===== src/rtl/ip_apb_slave_pkg.sv =====
// Shared definitions for the timer IP APB front end: register map,
// one-hot register select codes and the slave FSM state encoding.
package ip_apb_slave_pkg;

    localparam logic [7:0] TDR_ADDR_DEF = 8'h00;
    localparam logic [7:0] TCR_ADDR_DEF = 8'h01;
    localparam logic [7:0] TSR_ADDR_DEF = 8'h02;

    localparam logic [3:0] SEL_NONE = 4'b0000;
    localparam logic [3:0] SEL_TDR  = 4'b0001;
    localparam logic [3:0] SEL_TCR  = 4'b0010;
    localparam logic [3:0] SEL_TSR  = 4'b0100;

    typedef enum logic [0:0] {
        ST_IDLE   = 1'b0,
        ST_ACCESS = 1'b1
    } state_t;

endpackage


===== src/rtl/ip_apb_slave_if.sv =====
// APB bus bundle between a master and the timer slave front end.
interface ip_apb_slave_if;

    logic       psel;
    logic       penable;
    logic       pwrite;
    logic [7:0] paddr;
    logic [7:0] pwdata;
    logic       pready;
    logic       pslverr;

    modport master (
        output psel,
        output penable,
        output pwrite,
        output paddr,
        output pwdata,
        input  pready,
        input  pslverr
    );

    modport slave (
        input  psel,
        input  penable,
        input  pwrite,
        input  paddr,
        input  pwdata,
        output pready,
        output pslverr
    );

endinterface


===== src/rtl/ip_addr_decoder.sv =====
// Combinational paddr decode into the one-hot timer register select.
// Any address outside the map yields SEL_NONE with the error flag set.
module ip_addr_decoder
    import ip_apb_slave_pkg::*;
#(
    parameter logic [7:0] TDR_ADDR = TDR_ADDR_DEF,
    parameter logic [7:0] TCR_ADDR = TCR_ADDR_DEF,
    parameter logic [7:0] TSR_ADDR = TSR_ADDR_DEF
) (
    input  logic [7:0] paddr_i,
    output logic [3:0] select_o,
    output logic       err_o
);

    // Address map lookup.
    always_comb begin
        select_o = SEL_NONE;
        err_o    = 1'b0;
        case (paddr_i)
            TDR_ADDR: select_o = SEL_TDR;
            TCR_ADDR: select_o = SEL_TCR;
            TSR_ADDR: select_o = SEL_TSR;
            default: begin
                select_o = SEL_NONE;
                err_o    = 1'b1;
            end
        endcase
    end

endmodule


===== src/rtl/ip_apb_slave.sv =====
// APB slave front end of the 16-bit timer: decodes the register select,
// inserts WAIT_CYCLES wait states and issues the register write strobe.
module ip_apb_slave
    import ip_apb_slave_pkg::*;
#(
    parameter int         WAIT_CYCLES = 0,
    parameter logic [7:0] TDR_ADDR    = TDR_ADDR_DEF,
    parameter logic [7:0] TCR_ADDR    = TCR_ADDR_DEF,
    parameter logic [7:0] TSR_ADDR    = TSR_ADDR_DEF
) (
    input  logic                pclk,
    input  logic                preset,
    ip_apb_slave_if.slave       apb,
    output logic [3:0]          select_reg,
    output logic                wr_en,
    output logic [7:0]          wdata
);

    generate
        if ((WAIT_CYCLES < 0) || (WAIT_CYCLES > 7)) begin : g_bad_wait_cycles
            $error("ip_apb_slave: WAIT_CYCLES must be within 0..7");
        end
    endgenerate

    localparam logic [2:0] CNT_INIT = 3'(WAIT_CYCLES);
    localparam logic       RDY_INIT = (WAIT_CYCLES == 0) ? 1'b1 : 1'b0;

    state_t     state_q, state_d;
    logic [2:0] cnt_q, cnt_d;
    logic       pready_q, pready_d;
    logic [3:0] select_q, select_d;
    logic       err_q, err_d;
    logic       pwrite_q, pwrite_d;
    logic [7:0] wdata_q, wdata_d;

    logic [3:0] dec_select_s;
    logic       dec_err_s;
    logic       setup_s;

    ip_addr_decoder #(
        .TDR_ADDR (TDR_ADDR),
        .TCR_ADDR (TCR_ADDR),
        .TSR_ADDR (TSR_ADDR)
    ) u_addr_decoder (
        .paddr_i  (apb.paddr),
        .select_o (dec_select_s),
        .err_o    (dec_err_s)
    );

    assign setup_s = apb.psel & ~apb.penable;

    // State and output registers with synchronous reset.
    always_ff @(posedge pclk) begin
        if (preset) begin
            state_q  <= ST_IDLE;
            cnt_q    <= 3'd0;
            pready_q <= 1'b0;
            select_q <= SEL_NONE;
            err_q    <= 1'b0;
            pwrite_q <= 1'b0;
            wdata_q  <= 8'h00;
        end else begin
            state_q  <= state_d;
            cnt_q    <= cnt_d;
            pready_q <= pready_d;
            select_q <= select_d;
            err_q    <= err_d;
            pwrite_q <= pwrite_d;
            wdata_q  <= wdata_d;
        end
    end

    // Next-state logic; a SETUP seen in ACCESS restarts the transfer.
    always_comb begin
        state_d  = state_q;
        cnt_d    = cnt_q;
        pready_d = pready_q;
        select_d = select_q;
        err_d    = err_q;
        pwrite_d = pwrite_q;
        wdata_d  = wdata_q;
        case (state_q)
            ST_IDLE: begin
                if (setup_s) begin
                    state_d  = ST_ACCESS;
                    cnt_d    = CNT_INIT;
                    pready_d = RDY_INIT;
                    select_d = dec_select_s;
                    err_d    = dec_err_s;
                    pwrite_d = apb.pwrite;
                    wdata_d  = apb.pwdata;
                end else begin
                    state_d = ST_IDLE;
                end
            end
            ST_ACCESS: begin
                if (!apb.psel) begin
                    state_d  = ST_IDLE;
                    pready_d = 1'b0;
                    select_d = SEL_NONE;
                end else if (!apb.penable) begin
                    state_d  = ST_ACCESS;
                    cnt_d    = CNT_INIT;
                    pready_d = RDY_INIT;
                    select_d = dec_select_s;
                    err_d    = dec_err_s;
                    pwrite_d = apb.pwrite;
                    wdata_d  = apb.pwdata;
                end else if (pready_q) begin
                    state_d  = ST_IDLE;
                    pready_d = 1'b0;
                    select_d = SEL_NONE;
                end else begin
                    cnt_d    = cnt_q - 3'd1;
                    pready_d = (cnt_q == 3'd1) ? 1'b1 : 1'b0;
                end
            end
            default: begin
                state_d  = ST_IDLE;
                pready_d = 1'b0;
                select_d = SEL_NONE;
            end
        endcase
    end

    assign apb.pready  = pready_q;
    assign apb.pslverr = pready_q & err_q;
    assign select_reg  = select_q;
    assign wdata       = wdata_q;
    // Live psel/penable gate the strobe so an abort can never write.
    assign wr_en       = pready_q & apb.psel & apb.penable & pwrite_q & ~err_q;

endmodule


===== src/flat_wrapper.sv =====
// flat-port wrapper written by rule: the top's interface ports become plain ports
module ip_apb_slave_flat import ip_apb_slave_pkg::*;
#(
    parameter int         WAIT_CYCLES = 0,
    parameter logic [7:0] TDR_ADDR    = TDR_ADDR_DEF,
    parameter logic [7:0] TCR_ADDR    = TCR_ADDR_DEF,
    parameter logic [7:0] TSR_ADDR    = TSR_ADDR_DEF
)
  (pclk, preset, select_reg, wr_en, wdata, apb_psel, apb_penable, apb_pwrite, apb_paddr, apb_pwdata, apb_pready, apb_pslverr);
  ip_apb_slave_if apb_i ();
  input  logic pclk;
  input  logic preset;
  output logic [3:0] select_reg;
  output logic wr_en;
  output logic [7:0] wdata;
  input wire logic [$bits(apb_i.psel)-1:0] apb_psel;
  input wire logic [$bits(apb_i.penable)-1:0] apb_penable;
  input wire logic [$bits(apb_i.pwrite)-1:0] apb_pwrite;
  input wire logic [$bits(apb_i.paddr)-1:0] apb_paddr;
  input wire logic [$bits(apb_i.pwdata)-1:0] apb_pwdata;
  output wire logic [$bits(apb_i.pready)-1:0] apb_pready;
  output wire logic [$bits(apb_i.pslverr)-1:0] apb_pslverr;
  assign apb_i.psel = apb_psel;
  assign apb_i.penable = apb_penable;
  assign apb_i.pwrite = apb_pwrite;
  assign apb_i.paddr = apb_paddr;
  assign apb_i.pwdata = apb_pwdata;
  assign apb_pready = apb_i.pready;
  assign apb_pslverr = apb_i.pslverr;
  ip_apb_slave #(.WAIT_CYCLES(WAIT_CYCLES), .TDR_ADDR(TDR_ADDR), .TCR_ADDR(TCR_ADDR), .TSR_ADDR(TSR_ADDR)) u_core (.pclk(pclk), .preset(preset), .apb(apb_i), .select_reg(select_reg), .wr_en(wr_en), .wdata(wdata));
endmodule

===== config.mk =====
export PLATFORM = sky130hd
export DESIGN_NAME = ip_apb_slave_flat
export DESIGN_NICKNAME = d
export VERILOG_FILES = /design/src/rtl/ip_apb_slave_pkg.sv /design/src/rtl/ip_apb_slave_if.sv /design/src/rtl/ip_addr_decoder.sv /design/src/rtl/ip_apb_slave.sv /design/src/flat_wrapper.sv
export SDC_FILE = /design/constraint.sdc
export NUM_CORES = 1
export LEC_CHECK = 0
export BUFFER_PORTS_ARGS = -buffer_cell sky130_fd_sc_hd__buf_2
export CAP_MARGIN = 20
export CORE_MARGIN = 2
export CORE_UTILIZATION = 44
export DETAILED_ROUTE_END_ITERATION = 10
export HOLD_SLACK_MARGIN = 0.06
export PLACE_DENSITY = 0.86
export SETUP_SLACK_MARGIN = 0.02
export SYNTH_ARGS = -nofsm -noshare
export SYNTH_HDL_FRONTEND = slang
export SYNTH_SLANG_ARGS = --single-unit

===== constraint.sdc =====
create_clock -name pclk -period 1.46 [get_ports pclk]
set_input_delay 0.146 -clock pclk [delete_from_list [all_inputs] [get_ports pclk]]
set_output_delay 0.146 -clock pclk [all_outputs]
set_load 0.01 [all_outputs]

Yosys cells after proc, flatten, opt, wreduce, memory -nomap -nowiden
Index checks and enable logic that the tools add are counted.
W data, S select, Z words.
{"block": "word_totals", "output_inout_bits": 15, "ff_bits": 19}
{"block": "op_classes", "muxes": 35, "bitwise_logic": 9, "n_eq_ne": 8, "n_addsub": 1, "reduce_logical": 5}
{"op": "$mux W8", "n": 3}
{"op": "$mux W1", "n": 16}
{"op": "$mux W4", "n": 4}
{"op": "$pmux W8 S2", "n": 1}
{"op": "$mux W3", "n": 4}
{"op": "$pmux W3 S3", "n": 1}
{"op": "$eq A8 B1 Y1 const B", "n": 1}
{"op": "$eq A8 B2 Y1 const B", "n": 1}
{"op": "$logic_not A8 Y1", "n": 1}
{"op": "$pmux W1 S2", "n": 4}
{"op": "$pmux W4 S2", "n": 1}
{"op": "$and A1 B1 Y1", "n": 6}
{"op": "$pmux W3 S2", "n": 1}
{"op": "$reduce_and A3 Y1", "n": 2}
{"op": "$ne A2 B2 Y1 const B", "n": 2}
{"op": "$ne A4 B4 Y1 const B", "n": 1}
{"op": "$eq A3 B1 Y1 const B", "n": 1}
{"op": "$ne A3 B3 Y1 const B", "n": 1}
{"op": "$not A1 Y1", "n": 3}
{"op": "$reduce_or A3 Y1", "n": 1}
{"op": "$sub A3 B1 Y3 const B", "n": 1}
{"op": "$ne A2 B1 Y1 const B", "n": 1}
{"op": "$reduce_and A2 Y1", "n": 1}

Depth between registers and ports, before layout
{"block": "depth", "ltp_word": 6, "mapped_depth": 5, "ltp_nobuf": 5}

Modules after synthesis
A second synthesis with hierarchy kept.
{"block": "unflattened", "hier_cells": 107, "area_unflattened_um2": 858.3}
{"module": "ip_apb_slave", "cells_per_inst": 97, "seq_area_each_um2": 380.4, "area_per_inst_um2": 790.8, "n_inst": 1}
{"module": "ip_addr_decoder", "cells_per_inst": 10, "seq_area_each_um2": 0.0, "area_per_inst_um2": 67.6, "n_inst": 1}

Least setup slack after synthesis
No wires, ideal clock.
{"block": "synth_timing", "kind": "flip-flop to flip-flop", "from": "register u_core.cnt_q[0]", "to": "register u_core.cnt_q[2]", "path_buffers": 0, "t_arrival_ns": 1.139, "path_stages_with_launch": 6, "setup_time_ns": 0.070, "slack_ns": 0.251, "path_cell_list": "dfxtp_1 inv_1 ha_1 inv_1 or4_1 a21oi_1"}
{"block": "synth_via", "elab_chain_cells": 5}
{"item": "start, declared", "line_no": "ip_apb_slave.sv:29", "rtl": "logic [2:0] cnt_q, cnt_d;"}
{"item": "start signal, assigned", "line_no": "ip_apb_slave.sv:64", "rtl": "cnt_q <= cnt_d;"}
{"item": "$sub A3 B1 Y3", "line_no": "ip_apb_slave.sv:114", "rtl": "cnt_d = cnt_q - 3'd1;"}
{"item": "$mux W3", "line_no": "ip_apb_slave.sv:109", "rtl": "end else if (pready_q) begin"}
{"item": "$mux W3", "line_no": "ip_apb_slave.sv:101", "rtl": "end else if (!apb.penable) begin"}
{"item": "$mux W3", "line_no": "ip_apb_slave.sv:97", "rtl": "if (!apb.psel) begin"}
{"item": "$pmux W3 S2", "line_no": "ip_apb_slave.sv:82", "rtl": "case (state_q)"}
No other way between the ends. The select of a mux whose other input is x is not followed.
A chain may end at the register's enable or synchronous reset.

Worst setup path after layout
Same ends and word-level chain as after synthesis.

==> summary.md <==
| Metric | Value |
|---|---|
| Reg-to-Reg End | `u_core.cnt_q[2]$_SDFFE_PP0P_` |
| Pwr Total | `between 0.9 and 1 mW` |
| Pleak | `around 0.5 nW` |
| Final setup viols | `0` |
| Final Skew | `about 0.0016 ns` |
| Worst R2R Setup Slack | `between 0.1 and 0.15 ns` |
| Die span in x | `about 47 um` |
| Reg2reg start | `u_core.cnt_q[0]$_SDFFE_PP0P_` |
| Post-placement setup slack | `just over 0.1 ns` |
| Cell variety after synth | `28` |
| Post-synth top area share | `a little under half` |
| Routability cong. | `around 0.69` |
| Critical Path Max Stage Delay | `0.50 ns` |
| TritonCTS clock tree | `yes` |
| Area share of fa/ha/maj cells after synthesis | `approximately 3.1%` |
| Post-CTS Setup Bufs | `0` |
| RSZ-0062 raised after global routing | `false` |
| Peak VDD IR | `about 450 uV` |
| Worst Hold Path EP | `u_core.wdata[2]$_SDFFE_PP0P_` |
| Root Buffer | `clkbuf_4` |
| Setup crit start kind | `flop` |
| H-tree levels | `1` |
| Clk_lat worst skew | `~0.29 ns` |
| Peak Freq | `761.9 MHz` |
| Total number of yosys warnings | `0` |
| Largest net degree at the start of global routing | `20` |
| Async S/R FF share, synth | `0%` |
| Number of global-route vias before repair | `about 630` |
| Syn Inst Count | `93` |
| Min Tclk post-route | `approximately 1.3 ns` |
| Max-cap violations | `0` |
| Kind of critical path | `flop to flop` |
| Crit path required time | `about 1.7 ns` |
| Mux share of post-synthesis cell area | `0%` |
| Syn avg cell area | `between 8 and 9 sq um` |
| Layout cell share with drive strength beyond 1 | `36.72%` |
| EDFF count, synth | `0` |
| Main combinational cell family by area after synthesis | `simple AND/OR/NAND/NOR gates` |
| Post-Synth XOR/XNOR Area | `0%` |
| Worst-path clk slew | `0.10 ns` |
| Final Hold Viols | `0` |
| IO Port Bufs | `34` |
| Max FFs per register | `8` |
| Layout Nets | `between 150 and 200` |
| Via density per instance | `a little over 5` |
| # diodes | `0` |
| Ys flop type | `dfxtp_1` |
| Simple-gate area share of the yosys netlist | `a little over a quarter` |
| Via count | `771` |
| Setup TNS | `0 ns` |
| Critical Path Fanout Max | `3` |
| CP cell instances | `inv_1, ha_1, inv_1, or4_1, a21oi_1` |
| Final ANT Viol Nets | `0` |
| Core ar. | `between 0.0015 and 0.002 sq mm` |
| Detailed Place HPWL | `about 1.4 mm` |
| Global-route wire length before repair | `approximately 2.7 mm` |
| P&R area growth vs syn | `28.37%` |
| CTS Buf Count | `3` |
| GR Overflow Total | `0` |
| Hold Path Stages | `3` |
| Synth Cell Area | `~800 sq um` |
| Initial antenna violation count | `0` |
| Final setup margin | `0.1475 ns` |
| Min-delay src | `apb_pwdata[2]` |
| Initial Utilization | `a little under half` |
| Die Y | `46.60 um` |
| Longest Clk Path Bufs | `2` |
| Reg2reg path depth | `5` |
| Clock sink count | `18` |
| Drt pass-1 iters | `4` |
| Crit-path most repeated cell | `inv_1` |
| Row count | `15` |
| Tot GR Track Use | `approximately 17%` |
| Compound-gate portion of the synthesized area | `about 18%` |
| Slowest cell on crit path | `or4_1` |
| Slew Limit Fails | `0` |
| Synth top area cells | `dfxtp_1 45%, nand2_1 10%, a21oi_1 6.3%` |
| Starting DRT DRC Count | `9` |
| Post-route DRC | `0` |
| Final Cycle Share | `about 90%` |
| PwrDens | `926.4 mW/mm^2` |
| Status | `finished clean` |
| Arr. time, crit path | `1.54 ns` |
| Area leader, netlist | `dfxtp_1` |
| # IOs | `36` |
| Die Area | `0.002171 sq mm` |
| Hold WC Path Type | `primary input to flop` |
| Syn nets | `roughly 120` |
| Count of state elements after synthesis | `18` |
| Commonest cells in the netlist | `22 x nand2_1, 18 x dfxtp_1, 10 x a21oi_1` |
| CP endpoint kind | `flop` |
| DR WL/cell | `about 12 um` |
| Register area share after synthesis | `between 40 and 50%` |
| Drt total wl | `approximately 1.8 mm` |
| Top-count cell post-synth | `nand2_1` |
-- metrics by stage --
stage	area, sq um	std cells	hold slack [ns]	utilization, %
2_1_floorplan	798.3	93	0.2820	-
3_3_place_gp	987.2	149	0.3868	57.80
3_5_place_dp	987.2	149	0.3936	57.80
4_1_cts	1023	153	0.07583	59.93
5_1_grt	1025	153	0.07443	60.00
6_report	1025	153	0.08286	60.00
-- what timing repair did --
action,in CTS,in global routing
endpoints found under the setup margin,0,1
hold buffers,0,0
gates resized for setup,0,1
-- critical path: cells and delay by family (launching register included) --
| family | cells | cell delay (ns) |
|---|---|---|
| adder cells (fa/ha/maj) | 1 | 0.16 |
| flip-flops | 1 | 0.35 |
| buffers and inverters | 2 | 0.12 |
| AND/OR/NAND/NOR | 1 | 0.50 |
| AO/OA/AOI/OAI | 1 | 0.13 |
-- cells in the final DEF (no fill, tap or decap), drive strengths merged --
master	instances
a211oi	2
a21boi	1
a21oi	10
a31o	1
a32o	3
and2	2
buf	36
clkbuf	4
conb	1
dfxtp	18
ha	2
inv	6
nand2	22
nand2b	4
nand4b	1
nor2	2
nor2b	1
nor3	1
nor3b	1
nor4	1
nor4b	1
o211ai	1
o21ai	1
o31ai	2
or3	2
or4	2
-- worst max-delay path by stage --
stage	startpoint	to	cells after the start	slack (ns)
6_report	u_core.cnt_q[0]$_SDFFE_PP0P_	u_core.cnt_q[2]$_SDFFE_PP0P_	5	0.15
5_1_grt	u_core.cnt_q[0]$_SDFFE_PP0P_	u_core.cnt_q[2]$_SDFFE_PP0P_	5	0.04
4_1_cts	u_core.cnt_q[0]$_SDFFE_PP0P_	u_core.cnt_q[2]$_SDFFE_PP0P_	5	0.13
3_5_place_dp	apb_paddr[6]	u_core.select_reg[1]$_SDFFE_PP0P_	4	0.10
3_3_place_gp	apb_paddr[6]	u_core.select_reg[0]$_SDFFE_PP0P_	4	0.16
2_1_floorplan	u_core.cnt_q[0]$_SDFFE_PP0P_	u_core.cnt_q[2]$_SDFFE_PP0P_	5	0.25
-- area by class of cell --
type,instances,area [sq um]
Clock buffer,4,36.28
Fill cell,149,683.2
Inverter,6,22.52
Multi-Input combinational cell,64,387.9
Sequential cell,18,361.6
Tap cell,25,31.28
Timing Repair Buffer,36,185.2
-- routing by layer --
layer	routed length, um	global-route usage [%]	share of wire, %	vias up
met5	0	0	0	-
met1	715	19.81	40	355
met2	953	31.39	54	24
met3	93	3.922	5.2	2
li1	-	-	-	390
met4	12	5.143	0.68	0
-- power by group --
part	leakage (nW)	internal (mW)	switching [mW]	total, mW
sequential	0.147	0.509	0.0112	0.521
combinational	0.322	0.0557	0.0673	0.123
clock	0.0210	0.152	0.154	0.306
-- logic make-up (layout without fill, tap and decap cells) --
family          count (synthesis)  count (layout)
simple gates                   40              40
compound gates                 21              21
flops                          18              18
buf+inv                        11              46
fa+ha+maj                       2               2
other cells                     1               1
Power figures use the tool's default switching activity.
